## config.mk

```make
export PLATFORM = sky130hd
export DESIGN_NAME = msf_symbol_sampler_flat
export DESIGN_NICKNAME = d
export VERILOG_FILES = /design/src/rtl/msf_symbol_sampler_if.sv /design/src/rtl/msf_symbol_sampler.sv /design/src/flat_wrapper.sv
export SDC_FILE = /design/constraint.sdc
export NUM_CORES = 1
export LEC_CHECK = 0
export ABC_AREA = 1
export CAP_MARGIN = 20
export CORE_ASPECT_RATIO = 0.6
export CORE_MARGIN = 2
export CORE_UTILIZATION = 50
export CTS_CLUSTER_SIZE = 14
export DETAILED_ROUTE_END_ITERATION = 7
export PLACE_DENSITY = 0.69
export SYNTH_ARGS = -nofsm -noshare
export SYNTH_HDL_FRONTEND = slang
export SYNTH_SLANG_ARGS = --single-unit
```

## constraint.sdc

```tcl
create_clock -name clk_i -period 2.5 [get_ports clk_i]
set_input_delay 0.5 -clock clk_i [delete_from_list [all_inputs] [get_ports clk_i]]
set_output_delay 0.5 -clock clk_i [all_outputs]
set_load 0.01 [all_outputs]
```

## src/rtl/msf_symbol_sampler_if.sv

```systemverilog
// Receiver-side signal bundle for the MSF symbol sampler.
// The master drives the demodulated carrier; the slave returns one decoded symbol per second.
interface msf_symbol_sampler_if;
  logic data_i;
  logic sync_o;
  logic bit_a_o;
  logic bit_b_o;
  logic minute_o;
  logic valid_o;
  logic error_o;

  modport master (
    output data_i,
    input  sync_o, bit_a_o, bit_b_o, minute_o, valid_o, error_o
  );

  modport slave (
    input  data_i,
    output sync_o, bit_a_o, bit_b_o, minute_o, valid_o, error_o
  );
endinterface

```

## src/rtl/msf_symbol_sampler.sv

```systemverilog
// MSF second decoder: synchronises and debounces the carrier, then locks to second-start edges.
// Bits A and B and the minute marker are voted over guarded ms windows, and framing faults are flagged.
module msf_symbol_sampler #(
  parameter int unsigned CLK_FREQ    = 1000,
  parameter int unsigned DEBOUNCE_MS = 3,
  parameter int unsigned GUARD_MS    = 20,
  parameter int unsigned ARM_MS      = 500
) (
  input  logic                 clk_i,
  input  logic                 rst_i,
  msf_symbol_sampler_if.slave  bus
);

  localparam int unsigned DIV    = CLK_FREQ / 1000;
  localparam int unsigned DIV_W  = (DIV > 1) ? $clog2(DIV) : 1;
  localparam int unsigned MS_W   = 11;
  localparam int unsigned DEB_W  = 4;
  localparam int unsigned ARM_W  = $clog2(ARM_MS + 1);
  localparam int unsigned VOTE_W = 8;
  localparam int unsigned VW1    = VOTE_W + 1;
  localparam int unsigned A_LO   = 100 + GUARD_MS;
  localparam int unsigned A_HI   = 200 - GUARD_MS;
  localparam int unsigned B_LO   = 200 + GUARD_MS;
  localparam int unsigned B_HI   = 300 - GUARD_MS;
  localparam int unsigned M_LO   = 300 + GUARD_MS;
  localparam int unsigned M_HI   = 500 - GUARD_MS;
  localparam int unsigned A_LEN  = A_HI - A_LO;
  localparam int unsigned B_LEN  = B_HI - B_LO;
  localparam int unsigned M_LEN  = M_HI - M_LO;

  typedef enum logic [1:0] {IDLE, WAIT_EDGE, MEASURE, TAIL} state_t;

  state_t              state_q;
  logic                sync1_q, sync2_q;
  logic [DIV_W-1:0]    div_q;
  logic                filt_q, filt_d;
  logic [DEB_W-1:0]    deb_q, deb_d;
  logic [MS_W-1:0]     ms_q;
  logic [ARM_W-1:0]    arm_q;
  logic [VOTE_W-1:0]   cnt_a_q, cnt_b_q, cnt_m_q;
  logic                sync_q, bit_a_q, bit_b_q, minute_q, valid_q, error_q;

  logic                tick_c, off_edge_c, on_edge_c;
  logic                in_a_c, in_b_c, in_m_c;
  logic                vote_a_c, vote_b_c, vote_m_c;
  logic [MS_W-1:0]     ms_inc_c;

  assign tick_c = (div_q == DIV_W'(DIV - 1));

  // Filtered level flips only after DEBOUNCE_MS consecutive disagreeing ticks
  always_comb begin
    filt_d = filt_q;
    deb_d  = deb_q;
    if (tick_c) begin
      if (sync2_q != filt_q) begin
        if (deb_q == DEB_W'(DEBOUNCE_MS - 1)) begin
          filt_d = ~filt_q;
          deb_d  = '0;
        end else begin
          deb_d = deb_q + DEB_W'(1);
        end
      end else begin
        deb_d = '0;
      end
    end
  end

  assign off_edge_c = ~filt_q & filt_d;
  assign on_edge_c  = filt_q & ~filt_d;
  assign ms_inc_c   = (ms_q == MS_W'(2047)) ? ms_q : ms_q + MS_W'(1);

  assign in_a_c = (ms_q >= MS_W'(A_LO)) && (ms_q < MS_W'(A_HI));
  assign in_b_c = (ms_q >= MS_W'(B_LO)) && (ms_q < MS_W'(B_HI));
  assign in_m_c = (ms_q >= MS_W'(M_LO)) && (ms_q < MS_W'(M_HI));

  assign vote_a_c = ({cnt_a_q, 1'b0} > VW1'(A_LEN));
  assign vote_b_c = ({cnt_b_q, 1'b0} > VW1'(B_LEN));
  assign vote_m_c = ({cnt_m_q, 1'b0} > VW1'(M_LEN));

  // Edge handling is placed after the tick increment so an edge reloads ms_q to 0
  always_ff @(posedge clk_i or posedge rst_i) begin
    if (rst_i) begin
      state_q  <= IDLE;
      sync1_q  <= 1'b0;
      sync2_q  <= 1'b0;
      div_q    <= '0;
      filt_q   <= 1'b0;
      deb_q    <= '0;
      ms_q     <= '0;
      arm_q    <= '0;
      cnt_a_q  <= '0;
      cnt_b_q  <= '0;
      cnt_m_q  <= '0;
      sync_q   <= 1'b0;
      bit_a_q  <= 1'b0;
      bit_b_q  <= 1'b0;
      minute_q <= 1'b0;
      valid_q  <= 1'b0;
      error_q  <= 1'b0;
    end else begin
      sync1_q <= bus.data_i;
      sync2_q <= sync1_q;
      div_q   <= tick_c ? '0 : div_q + DIV_W'(1);
      filt_q  <= filt_d;
      deb_q   <= deb_d;
      sync_q  <= 1'b0;
      valid_q <= 1'b0;
      error_q <= 1'b0;
      if (tick_c) ms_q <= ms_inc_c;

      case (state_q)
        IDLE: begin
          if (tick_c) begin
            if (filt_q) begin
              arm_q <= '0;
            end else if (arm_q == ARM_W'(ARM_MS - 1)) begin
              arm_q   <= '0;
              state_q <= WAIT_EDGE;
            end else begin
              arm_q <= arm_q + ARM_W'(1);
            end
          end
        end
        WAIT_EDGE: begin
          if (off_edge_c) begin
            sync_q  <= 1'b1;
            ms_q    <= '0;
            cnt_a_q <= '0;
            cnt_b_q <= '0;
            cnt_m_q <= '0;
            state_q <= MEASURE;
          end
        end
        MEASURE: begin
          if (tick_c) begin
            if (on_edge_c && (ms_q < MS_W'(80))) begin
              error_q <= 1'b1;
              state_q <= WAIT_EDGE;
            end else if (ms_q == MS_W'(520)) begin
              bit_a_q  <= vote_a_c;
              bit_b_q  <= vote_b_c;
              minute_q <= vote_m_c;
              valid_q  <= 1'b1;
              state_q  <= TAIL;
            end else if (filt_q) begin
              if (in_a_c) cnt_a_q <= cnt_a_q + VOTE_W'(1);
              if (in_b_c) cnt_b_q <= cnt_b_q + VOTE_W'(1);
              if (in_m_c) cnt_m_q <= cnt_m_q + VOTE_W'(1);
            end
          end
        end
        TAIL: begin
          if (off_edge_c) begin
            sync_q  <= 1'b1;
            error_q <= (ms_q < MS_W'(900));
            ms_q    <= '0;
            cnt_a_q <= '0;
            cnt_b_q <= '0;
            cnt_m_q <= '0;
            state_q <= MEASURE;
          end else if (tick_c && (ms_q == MS_W'(1999))) begin
            error_q <= 1'b1;
            arm_q   <= '0;
            state_q <= IDLE;
          end
        end
        default: state_q <= IDLE;
      endcase
    end
  end

  assign bus.sync_o   = sync_q;
  assign bus.bit_a_o  = bit_a_q;
  assign bus.bit_b_o  = bit_b_q;
  assign bus.minute_o = minute_q;
  assign bus.valid_o  = valid_q;
  assign bus.error_o  = error_q;

endmodule

```

## src/flat_wrapper.sv

```systemverilog
// flat-port wrapper written by rule: the top's interface ports become plain ports
module msf_symbol_sampler_flat 
#(
  parameter int unsigned CLK_FREQ    = 1000,
  parameter int unsigned DEBOUNCE_MS = 3,
  parameter int unsigned GUARD_MS    = 20,
  parameter int unsigned ARM_MS      = 500
)
  (clk_i, rst_i, bus_data_i, bus_sync_o, bus_bit_a_o, bus_bit_b_o, bus_minute_o, bus_valid_o, bus_error_o);
  msf_symbol_sampler_if bus_i ();
  input  logic clk_i;
  input  logic rst_i;
  input wire logic [$bits(bus_i.data_i)-1:0] bus_data_i;
  output wire logic [$bits(bus_i.sync_o)-1:0] bus_sync_o;
  output wire logic [$bits(bus_i.bit_a_o)-1:0] bus_bit_a_o;
  output wire logic [$bits(bus_i.bit_b_o)-1:0] bus_bit_b_o;
  output wire logic [$bits(bus_i.minute_o)-1:0] bus_minute_o;
  output wire logic [$bits(bus_i.valid_o)-1:0] bus_valid_o;
  output wire logic [$bits(bus_i.error_o)-1:0] bus_error_o;
  assign bus_i.data_i = bus_data_i;
  assign bus_sync_o = bus_i.sync_o;
  assign bus_bit_a_o = bus_i.bit_a_o;
  assign bus_bit_b_o = bus_i.bit_b_o;
  assign bus_minute_o = bus_i.minute_o;
  assign bus_valid_o = bus_i.valid_o;
  assign bus_error_o = bus_i.error_o;
  msf_symbol_sampler #(.CLK_FREQ(CLK_FREQ), .DEBOUNCE_MS(DEBOUNCE_MS), .GUARD_MS(GUARD_MS), .ARM_MS(ARM_MS)) u_core (.clk_i(clk_i), .rst_i(rst_i), .bus(bus_i));
endmodule
```

Yosys cells after proc, flatten, opt, wreduce, memory -nomap -nowiden

Index checks and enable logic that the tools add are counted.

Flip-flop bits (word level): 60
Input port bits: 3
Output and inout port bits: 6
Word-level logic and storage cells: 137

$add $sub $neg: 7
Order comparisons: 11
Equal/unequal tests: 25
Mux-type cells: 56
Bitwise operators: 6
Reduce and logical (&&, ||, !) cells: 15

Operators by type and width:

| cell                                                                | count |
|---|---|
| 2-to-1 mux 8 bit                                                    | 16 |
| case mux 8 bit (2 select lines)                                     | 3 |
| 2-to-1 mux 9 bit                                                    | 5 |
| 2-to-1 mux 11 bit                                                   | 4 |
| AND reduction 7 bit                                                 | 4 |
| adder 8 x 1 -> 8 bit (second input constant)                        | 3 |
| equality test 11 bit (second input constant)                        | 2 |
| < comparator 11 x 9 -> 1 bit (second input constant)                | 2 |
| greater-than comparator 9 x 6 -> 1 bit (second input constant)      | 2 |
| 2-to-1 mux 2 bit                                                    | 9 |
| case mux 9 bit (2 select lines)                                     | 1 |
| inequality test 2 x 1 -> 1 bit (second input constant)              | 8 |
| 2-to-1 mux 1 bit                                                    | 14 |
| inequality test 2 bit (second input constant)                       | 6 |
| adder 11 x 1 -> 11 bit (second input constant)                      | 1 |
| equality test 11 x 10 -> 1 bit (second input constant)              | 1 |
| greater-or-equal comparator 11 x 7 -> 1 bit (second input constant) | 1 |
| greater-or-equal comparator 11 x 8 -> 1 bit (second input constant) | 1 |
| greater-or-equal comparator 11 x 9 -> 1 bit (second input constant) | 1 |
| < comparator 11 x 10 -> 1 bit (second input constant)               | 1 |
| < comparator 11 x 7 -> 1 bit (second input constant)                | 1 |
| < comparator 11 x 8 -> 1 bit (second input constant)                | 1 |
| adder 9 x 1 -> 9 bit (second input constant)                        | 1 |
| equality test 9 bit (second input constant)                         | 1 |
| 18 further kinds                                                    | 31 |

Logic depth before layout (Yosys ltp)

Gate-level depths: netlist (run 1).

Depth in word-level cells: 10
Gate-level depth with buffers: 11
Gate-level depth less buffers: 10

Worst setup path before layout (run 1)

No wires, ideal clock.

Kind: register to register
Start: reg u_core.state_q[0]
End: reg u_core.cnt_m_q[5]
Setup time: 0.076 ns
Data arrival time: 1.584 ns
Required time: 2.424 ns
Setup slack: 0.840 ns
Stages on the path, launching flop included: 11
Buffers on the path: 2
Clock period less this slack: 1.660 ns
Cells stage by stage: dfrtp_1 -> inv_1 -> ha_1 -> clkbuf_1 -> nand4_1 -> nand2_2 -> inv_2 -> nand2_4 -> buf_6 -> nand2_1 -> o21ai_1

Word-level cells in the longest chain between the ends: 4
Elaborated cells on any way between the ends: 13
Those cells by class: eq/ne (9); mux (1); reduce/logical (3)

Ends and longest elaborated chain:

| what                                                                                         | line                      | text |
|---|---|---|
| start: declaration                                                                           | msf_symbol_sampler.sv:33  | `state_t state_q;` |
| start signal: assignment                                                                     | msf_symbol_sampler.sv:83  | `state_q <= IDLE;` |
| start signal: assignment                                                                     | msf_symbol_sampler.sv:118 | `state_q <= WAIT_EDGE;` |
| start signal: assignment                                                                     | msf_symbol_sampler.sv:131 | `state_q <= MEASURE;` |
| equality test 2 x 1 -> 1 bit / equality test 2 bit (equally long branches)                   | msf_symbol_sampler.sv:111 | `case (state_q)` |
| OR reduction 2 bit (no source line)                                                          | -                         |  |
| inequality test 2 x 1 -> 1 bit (no source line) / nonzero test 2 bit (equally long branches) | -                         |  |
| AND reduction 7 bit (no source line)                                                         | -                         |  |
| end signal: assignment                                                                       | msf_symbol_sampler.sv:148 | `if (in_m_c) cnt_m_q <= cnt_m_q + VOTE_W'(1);` |
| end: declaration                                                                             | msf_symbol_sampler.sv:40  | `logic [VOTE_W-1:0] cnt_a_q, cnt_b_q, cnt_m_q;` |

Parallel ways exist; a longest one is shown, timed or not.
A chain may end at the register's enable or synchronous reset.

Worst setup path in the final report (run 1)

Start: reg u_core.state_q[1]
End: reg u_core.ms_q[0]

Word-level cells in the longest chain between the ends: 3
Elaborated cells on any way between the ends: 4
Those cells by class: eq/ne (2); mux (1); reduce/logical (1)

Ends and longest elaborated chain:

| what                                                                       | line                      | text |
|---|---|---|
| equality test 2 x 1 -> 1 bit / equality test 2 bit (equally long branches) | msf_symbol_sampler.sv:111 |  |
| OR reduction 2 bit (no source line) *                                      | -                         |  |
| 2-to-1 mux 11 bit *                                                        | -                         |  |
| end signal: assignment                                                     | msf_symbol_sampler.sv:109 | `if (tick_c) ms_q <= ms_inc_c;` |
| end: declaration                                                           | msf_symbol_sampler.sv:38  | `logic [MS_W-1:0] ms_q;` |

Mark *: on every way between the ends. The rest lies on a longest branch, timed or not.

==> results of run 1 <==
[cell families after synthesis]
family,synth area share
AOI/OAI and AO/OA,0.0938
xor gates and xnor gates,0.0283
adders and majority gates,0.0540
buffers and inverters,0.0786
DFF,0.398
and+or+nand+nor,0.347
[report_power, final]
part	total (uW)	switching (uW)	internal (uW)	leakage (uW)
logic	246	153	93.0	0.00110
clock network	1070	374	699	0.000126
registers	1080	69.7	1010	0.000798
total	2400	597	1800	0.00203
[metal layers]
| layer | track usage | share of wire | wire (um) |
|---|---|---|---|
| met1 | 0.308 | 0.52 | 3990 |
| met2 | 0.289 | 0.40 | 3040 |
| met3 | 0.0591 | 0.061 | 461 |
| met4 | 0.0843 | 0.014 | 105 |
| met5 | 0 | 0 | 0 |
[per-stage QoR]
step                      setup slack, ns  area (um2)  hold slack (ns)
after floorplan                     0.544        3710            0.331
after global placement              0.493        3900            0.336
after detailed placement            0.345        3900            0.335
after CTS                           0.327        4160            0.345
after global routing                0.111        4160            0.359
final                               0.347        4160            0.344
[layout make-up]
class,instances,area [um2]
fill,659,3080
multi-input combinational,374,1940
sequential,59,1480
clock buffer,12,256
inverter,65,245
tap,104,130
timing repair buffer,10,108
[placed cells by master (no fill, tap or decap), drive strengths merged, types with 2 or more instances in the layout]
cell type,count
nand2,142
nor2,67
inv,64
dfrtp,59
nand3,48
o21ai,33
a21oi,20
ha,16
clkbuf,12
nand4,9
xor2,9
clkdlybuf4s50,8
nor3,7
or2,6
xnor2,3
nor3b,3
nor4,2
o21bai,2
buf,2
[critical path: stages (launching register included)]
cell                      delay [ns]
sky130_fd_sc_hd__dfrtp_1        0.42
sky130_fd_sc_hd__ha_1           0.31
sky130_fd_sc_hd__inv_2          0.09
sky130_fd_sc_hd__nand2_1        0.23
sky130_fd_sc_hd__inv_1          0.30
sky130_fd_sc_hd__nor2_2         0.34
sky130_fd_sc_hd__inv_1          0.16
sky130_fd_sc_hd__o21ai_0        0.10
sky130_fd_sc_hd__a21oi_1        0.06
[sequential cells by signal (all words and copies together) (netlist names), 2 cells and up]
| name | flops |
|---|---|
| u_core.ms_q | 11 |
| u_core.arm_q | 9 |
| u_core.cnt_a_q | 8 |
| u_core.cnt_b_q | 8 |
| u_core.cnt_m_q | 8 |
| u_core.deb_q | 4 |
| u_core.state_q | 2 |
[how the worst min path moves through the flow]
stage	from	end	slack, ns
final	u_core.sync1_q	u_core.sync2_q	0.34
after CTS	u_core.sync1_q	u_core.sync2_q	0.35
after detailed placement	u_core.sync1_q	u_core.sync2_q	0.33
after floorplan	u_core.sync1_q	u_core.sync2_q	0.33
after global routing	u_core.sync1_q	u_core.sync2_q	0.36
after global placement	u_core.sync1_q	u_core.sync2_q	0.34
==> results by stage, run 1 <==
Layout:
- Excluding fillers, the count of instances in the completed layout stands at between 600 and 700.
- The repair_antennas step left the layout with diodes totalling 0.
- The final net count is 538.
- Of the cells placed in the final design, the portion with a size suffix greater than 1 is 0.0962.
- Compared with the post-synthesis result, the final layout area differs by 12.1%.
- The core occupancy in the finished layout is 0.574.

Synthesis:
- The most common flop cell mapped by yosys is sky130_fd_sc_hd__dfrtp_1.
- The synthesized netlist occupies a cell area of between 3000 and 4000 um2.
- The biggest area contributor in the post-synthesis netlist is sky130_fd_sc_hd__dfrtp_1.
- The count of flip-flops with a built-in enable after synthesis is 0.
- The commonest cells after synthesis are sky130_fd_sc_hd__nand2_1, sky130_fd_sc_hd__inv_1, sky130_fd_sc_hd__nor2_1.
- The number of cells produced by synthesis is 504.
- The proportion of netlist area held by the largest area contributor is 0.398.
- In the post-synthesis netlist, the cell with the most instances is sky130_fd_sc_hd__nand2_1.
- In this run, distinct cell masters in the synthesized netlist total 36.
- Synthesis produced a netlist with a net count of 523.
- The mean cell area of the mapped netlist is between 7 and 8 um2.
- For this run, the register share of the synthesized area comes to 0.398.
- The share of flip-flops with an asynchronous set or reset is 1.00.
- Yosys printed 0 warnings.
- Counting flops and latches in the post-synthesis netlist gives slightly below 60.
- Sorting the synthesized cells by area gives the leading types as sky130_fd_sc_hd__dfrtp_1, sky130_fd_sc_hd__nand2_1, sky130_fd_sc_hd__nand3_1.

Flow run:
- The tool flagged a number of max-cap violations equal to 0.

Worst setup path:
- In this run the worst setup path begins at u_core.state_q[1].
- The worst reg-to-reg setup slack is roughly 0.35 ns.
- STA puts the critical path data required time at 2.70 ns.
- For the worst flop-to-flop path, the logic depth is 8.
- The most critical setup path has its endpoint at u_core.ms_q[0].
- STA classifies the critical path endpoint as a register.
- The largest driver fanout on the critical path is 14.
- The startpoint of the worst register-to-register path is u_core.state_q[1].
- Data arrives at the worst endpoint at 2.35 ns.
- The category of the worst setup path launch point is a register.
- The critical path in this run is classified as register to register.
- In this run the critical register-to-register path is captured at u_core.ms_q[0].

Place:
- The total of buffers placed on input and output ports is 8.
- The global placement routability congestion is 0.936.
- Once placement completed, the tool counted placed cells totaling 612.
- Summed over all nets, the half-perimeter wirelength after detailed placement is 5.55 mm.

STA:
- The fmax is 464 MHz.
- The transition time at the pin with the least slew margin is between 0.4 and 0.5 ns.
- Setup violations remaining at the end of the flow were counted as 0.
- The worst path in the final design needs a cycle of 2.15 ns, including I/O delays and setup.
- The clock skew is 0.00514 ns.
- Of the available clock period, the critical path in the final layout requires 0.861.
- The tightest slew margin relative to the limit is 0.670.
- The final-report max-slew violation count is 0.
- The accumulated negative setup slack is 0 ns.
- The final hold violation count is 0.
- Setup repair after global routing left no endpoint under its margin.

Worst hold path:
- The class of the most critical hold timing path is register to register.
- The cell depth of the worst min-delay path is 0.

Die:
- The initial core utilization is 0.512.
- The floorplan has 24 rows.
- The area of the die is 8140 um2.
- The die outline width is 115 um.
- The die span in y is 70.7 um.
- During I/O placement, the number of pins put on the boundary was 9.
- The placeable core region is 7240 um2.

Routing:
- The DRC violation count after routing is 0.
- The number of vias in the routed layout is about 3100.
- The average wire per cell in the routed design is about 12 um.
- After detailed routing, the number of vias per cell comes to 5.04.
- The detail route stage leaves a number of antenna-violating nets equal to 0.
- The number of iterations in the first detailed-routing pass is 5.
- The detailed router finished its first iteration with 260 violations.
- After detailed routing, the total wire length is 7.60 mm.

CTS:
- The number of clock buffers added by TritonCTS is 9.
- The tree is rooted in a sky130_fd_sc_hd__clkbuf_16.
- The clock net in this run drives a total of between 50 and 60 sinks.
- The number of levels the H-tree was split into is 3.
- Hold repair after CTS inserted 0 buffers.
- The maximum clock path buffer count is 2.
- TritonCTS built the clock tree.
- For the worst-skew pair, the clock arrives at the later sink with an insertion delay of 0.32 ns.
- The post-CTS clock slew at the launch and capture registers of the worst setup and hold paths is 0.05 ns.
- Once the clock tree was built, the resizer swapped 0 gates to a different size.
- The buffers inserted during post-CTS setup optimization is 0.

GRT:
- The number of antenna violations at the first check in global routing is 0.
- The largest net degree at the start of global routing is 57.
- The global-route wire length before repair is 13.4 mm.
- The aggregate global routing overflow is 0.
- The total routing usage reported by global routing is 0.209.
- The number of global-route vias before repair is 2902.

Outcome:
- The flow ran to the end, and the final reports show no timing, DRC or antenna violations.

Power and ir drop:
- The total power density per cell area is slightly below 600 nW/um2.
- The leakage power summed over all cells is 0.00203 uW.
- The completed layout was analyzed and its total power is 2400 uW.
- The largest voltage drop on the vdd net is 0.000413 V.
Power figures use the tool's default switching activity.
==> run 2: changes to the inputs <==
--- a/config.mk
+++ b/config.mk
@@ -8,7 +8,6 @@
 export ABC_AREA = 1
 export CAP_MARGIN = 20
 export CORE_ASPECT_RATIO = 0.6
-export CORE_MARGIN = 2
 export CORE_UTILIZATION = 50
 export CTS_CLUSTER_SIZE = 14
 export DETAILED_ROUTE_END_ITERATION = 7
==> results by stage, run 2 (synthesized netlist as in run 1, its figures left out) <==
Outcome:
- The flow ran to the end, and the final reports show no timing, DRC or antenna violations.

Die:
- For this configuration, the core starts out at a cell density of 0.537.
- The placeable core region is 6910 um2.
- The number of top-level pins is 9.
- The die span in y is between 60 and 70 um.
- The die outline width is 113 um.
- The number of rows created at floorplan is 23.
- The floorplan step defined a die boundary enclosing 7780 um2.

Power and ir drop:
- The sequential share of power is 0.384.
- Of the total power, the share spent switching nets is 0.232.
- The share of total power dissipated in combinational logic is 0.088.
- The clock network power share is 0.527.
- The worst-case IR drop observed on VDD is 0.000654 V.
- The leakage power summed over all cells is 0.00208 uW.
- The switching component of the power is 651 uW.
- The total power density per cell area is 663 nW/um2.
- The cell internal power dissipation is 2160 uW.

Layout:
- Leaving out fill and tap cells, the most frequent cell in the layout is sky130_fd_sc_hd__nand2_1.
- The register with the most flip-flops is u_core.ms_q.
- The largest registers in the layout are u_core.ms_q: 11 flops, u_core.arm_q: 9 flops.
- Leaving out fill and tap cells, the most frequent cells in the layout are sky130_fd_sc_hd__nand2_1, sky130_fd_sc_hd__nor2_1, sky130_fd_sc_hd__inv_1, sky130_fd_sc_hd__dfrtp_1, sky130_fd_sc_hd__nand3_1.
- The layout has 619 filler cells.
- The core occupancy in the finished layout is 0.613.
- The final net count is 539.
- 0 antenna diodes ended up in the layout.
- Compared with the post-synthesis result, the final layout area differs by 14.2%.
- The count of cells in the finished layout, fillers not included, comes to 612.
- The fraction of layout cells with a size suffix above 1 is 0.107.
- The register with the most flip-flops in the layout has 11 of them.

Worst setup path:
- Counting both buffers and inverters, the worst setup path holds a total of 3.
- The critical path in this run is classified as register to register.
- The endpoint arrival time on the critical path is between 2 and 2.5 ns.
- Of all nets on the critical path, the largest fanout is 14.
- Among cell families on the critical path, the largest total delay comes from buffers and inverters.
- Among the stages of the critical path, the cell type that occurs most often is sky130_fd_sc_hd__inv_1.
- Walking the worst path, the cells encountered are ha_1 > inv_2 > nand2_1 > inv_1 > nor2_2 > inv_1 > o21ai_0 > a21oi_1.
- The largest individual stage delay along the critical path comes from the cell sky130_fd_sc_hd__dfrtp_1.
- STA classifies the critical path endpoint as a register.
- The worst setup path is launched from a register.
- The delay of the slowest cell on the worst path is 0.43 ns.
- At the worst endpoint, the required time is between 2 and 3 ns.

STA:
- Setup repair after global routing left no endpoint under its margin.
- The minimum clock period is around 2.0 ns.
- Dividing the final minimum period by the clock period gives 0.810.
- The fmax is 494 MHz.
- The clock skew is 0.00442 ns.
- The tightest slew margin relative to the limit is 0.673.
- The final hold violation count was 0.
- Setup total negative slack on the finished layout was measured at 0 ns.
- Across all hold checks on the routed design, the worst slack comes to ~0.35 ns.
- Setup violations remaining at the end of the flow were counted as 0.
- At the pin with the least slew margin, the transition time is between 0.4 and 0.5 ns.
- The final-report max-slew violation count is 0.

GRT:
- The number of global-route vias before repair is approximately 2900.
- The total overflow left after global routing is 0.
- The number of antenna violations at the first check in global routing is 0.
- The global-route wire length before repair is between 10 and 15 mm.
- The largest net degree at the start of global routing is 34.
- The total routing usage reported by global routing is 0.227.

Routing:
- The final route contains 3182 vias.
- Before antenna repair, the detailed router went through 4 iterations.
- The wire length after detailed routing is 7.79 mm.
- The average vias per placed instance is 5.20.
- The DRC violation count after routing is 0.
- The remaining antenna violation count after routing is 0.
- The average wire per cell in the routed design is 12.7 um.
- The first routing iteration left around 240 violations.

CTS:
- The number of gates resized after CTS was 0.
- The number of levels the H-tree was split into is 3.
- In this run, CTS created clock tree buffers numbering 9.
- The cell at the root of the clock tree is sky130_fd_sc_hd__clkbuf_16.
- For this design, the CTS-stage hold fixing added 0 buffers.
- For this design, the sink count on the clock tree is 59.
- The TritonCTS clock tree is done.
- The buffers inserted during post-CTS setup optimization is 0.
- At the later pin of the worst-skew pair, clock insertion delay measures 0.33 ns.
- The longest clock path from root to sink contains 2 buffers.
- After clock tree synthesis, the clock-pin slew on the worst setup and hold paths is 0.05 ns.

Place:
- The congestion estimate from routability-driven global placement came to 0.967.
- The placed instance count is 596.
- The HPWL after detailed placement is 5.75 mm.
- The count of buffers added on input and output ports is 8.

Flow run:
- Across the run, the number of max-cap violations was 0.

Worst hold path:
- The worst hold path belongs to the class register to register.
run 2: path summary, 6_finish.rpt:
check                             startpoint              end  slack (ns)  depth (start not counted)
setup / recovery           u_core.state_q[1]   u_core.ms_q[0]        0.48                          8
hold / removal                u_core.sync1_q   u_core.sync2_q        0.35                          0
max in group asynchronous              rst_i   u_core.ms_q[1]        1.58                          3
min in group asynchronous              rst_i  u_core.arm_q[5]        0.56                          3
setup reg to reg           u_core.state_q[1]   u_core.ms_q[0]        0.48                          8
hold reg to reg               u_core.sync1_q   u_core.sync2_q        0.35                          0
run 2: area by class of cell:
cell class | instances | area (um2) | area share
clock inverters | 4 | 95.1 | 0.0225
multi-input cells | 374 | 1940 | 0.458
well taps | 87 | 109 | 0.0257
repair buffers | 11 | 103 | 0.0242
clock buffers | 12 | 267 | 0.0629
flip-flops and latches | 59 | 1480 | 0.349
inverters | 65 | 245 | 0.0579
run 2: power by group through the flow:
stage          combinational, uW  clock (uW)  sequential, uW
2_1_floorplan                229           0            1060
3_3_place_gp                 242           0            1090
3_5_place_dp                 250           0            1090
4_1_cts                      252        1510            1080
5_1_grt                      293        1550            1090
6_report                     248        1480            1080
run 2: metrics by stage:
stage                     setup WS, ns  power [uW]  instance area, um2
after floorplan                  0.544        1290                3710
after global placement           0.610        1340                3870
after detailed placement         0.483        1340                3870
after CTS                        0.472        2840                4240
after global routing             0.241        2940                4240
final                            0.475        2810                4240
run 2: layer usage:
| layer | global-route usage | vias to the layer above | wire, um |
|---|---|---|---|
| met3 | 0.0804 | 6 | 410 |
| met1 | 0.328 | 1464 | 4310 |
| met4 | 0.0691 | 0 | 80 |
| li1 | - | 1649 | - |
| met2 | 0.314 | 63 | 2990 |
| met5 | 0 | - | 0 |
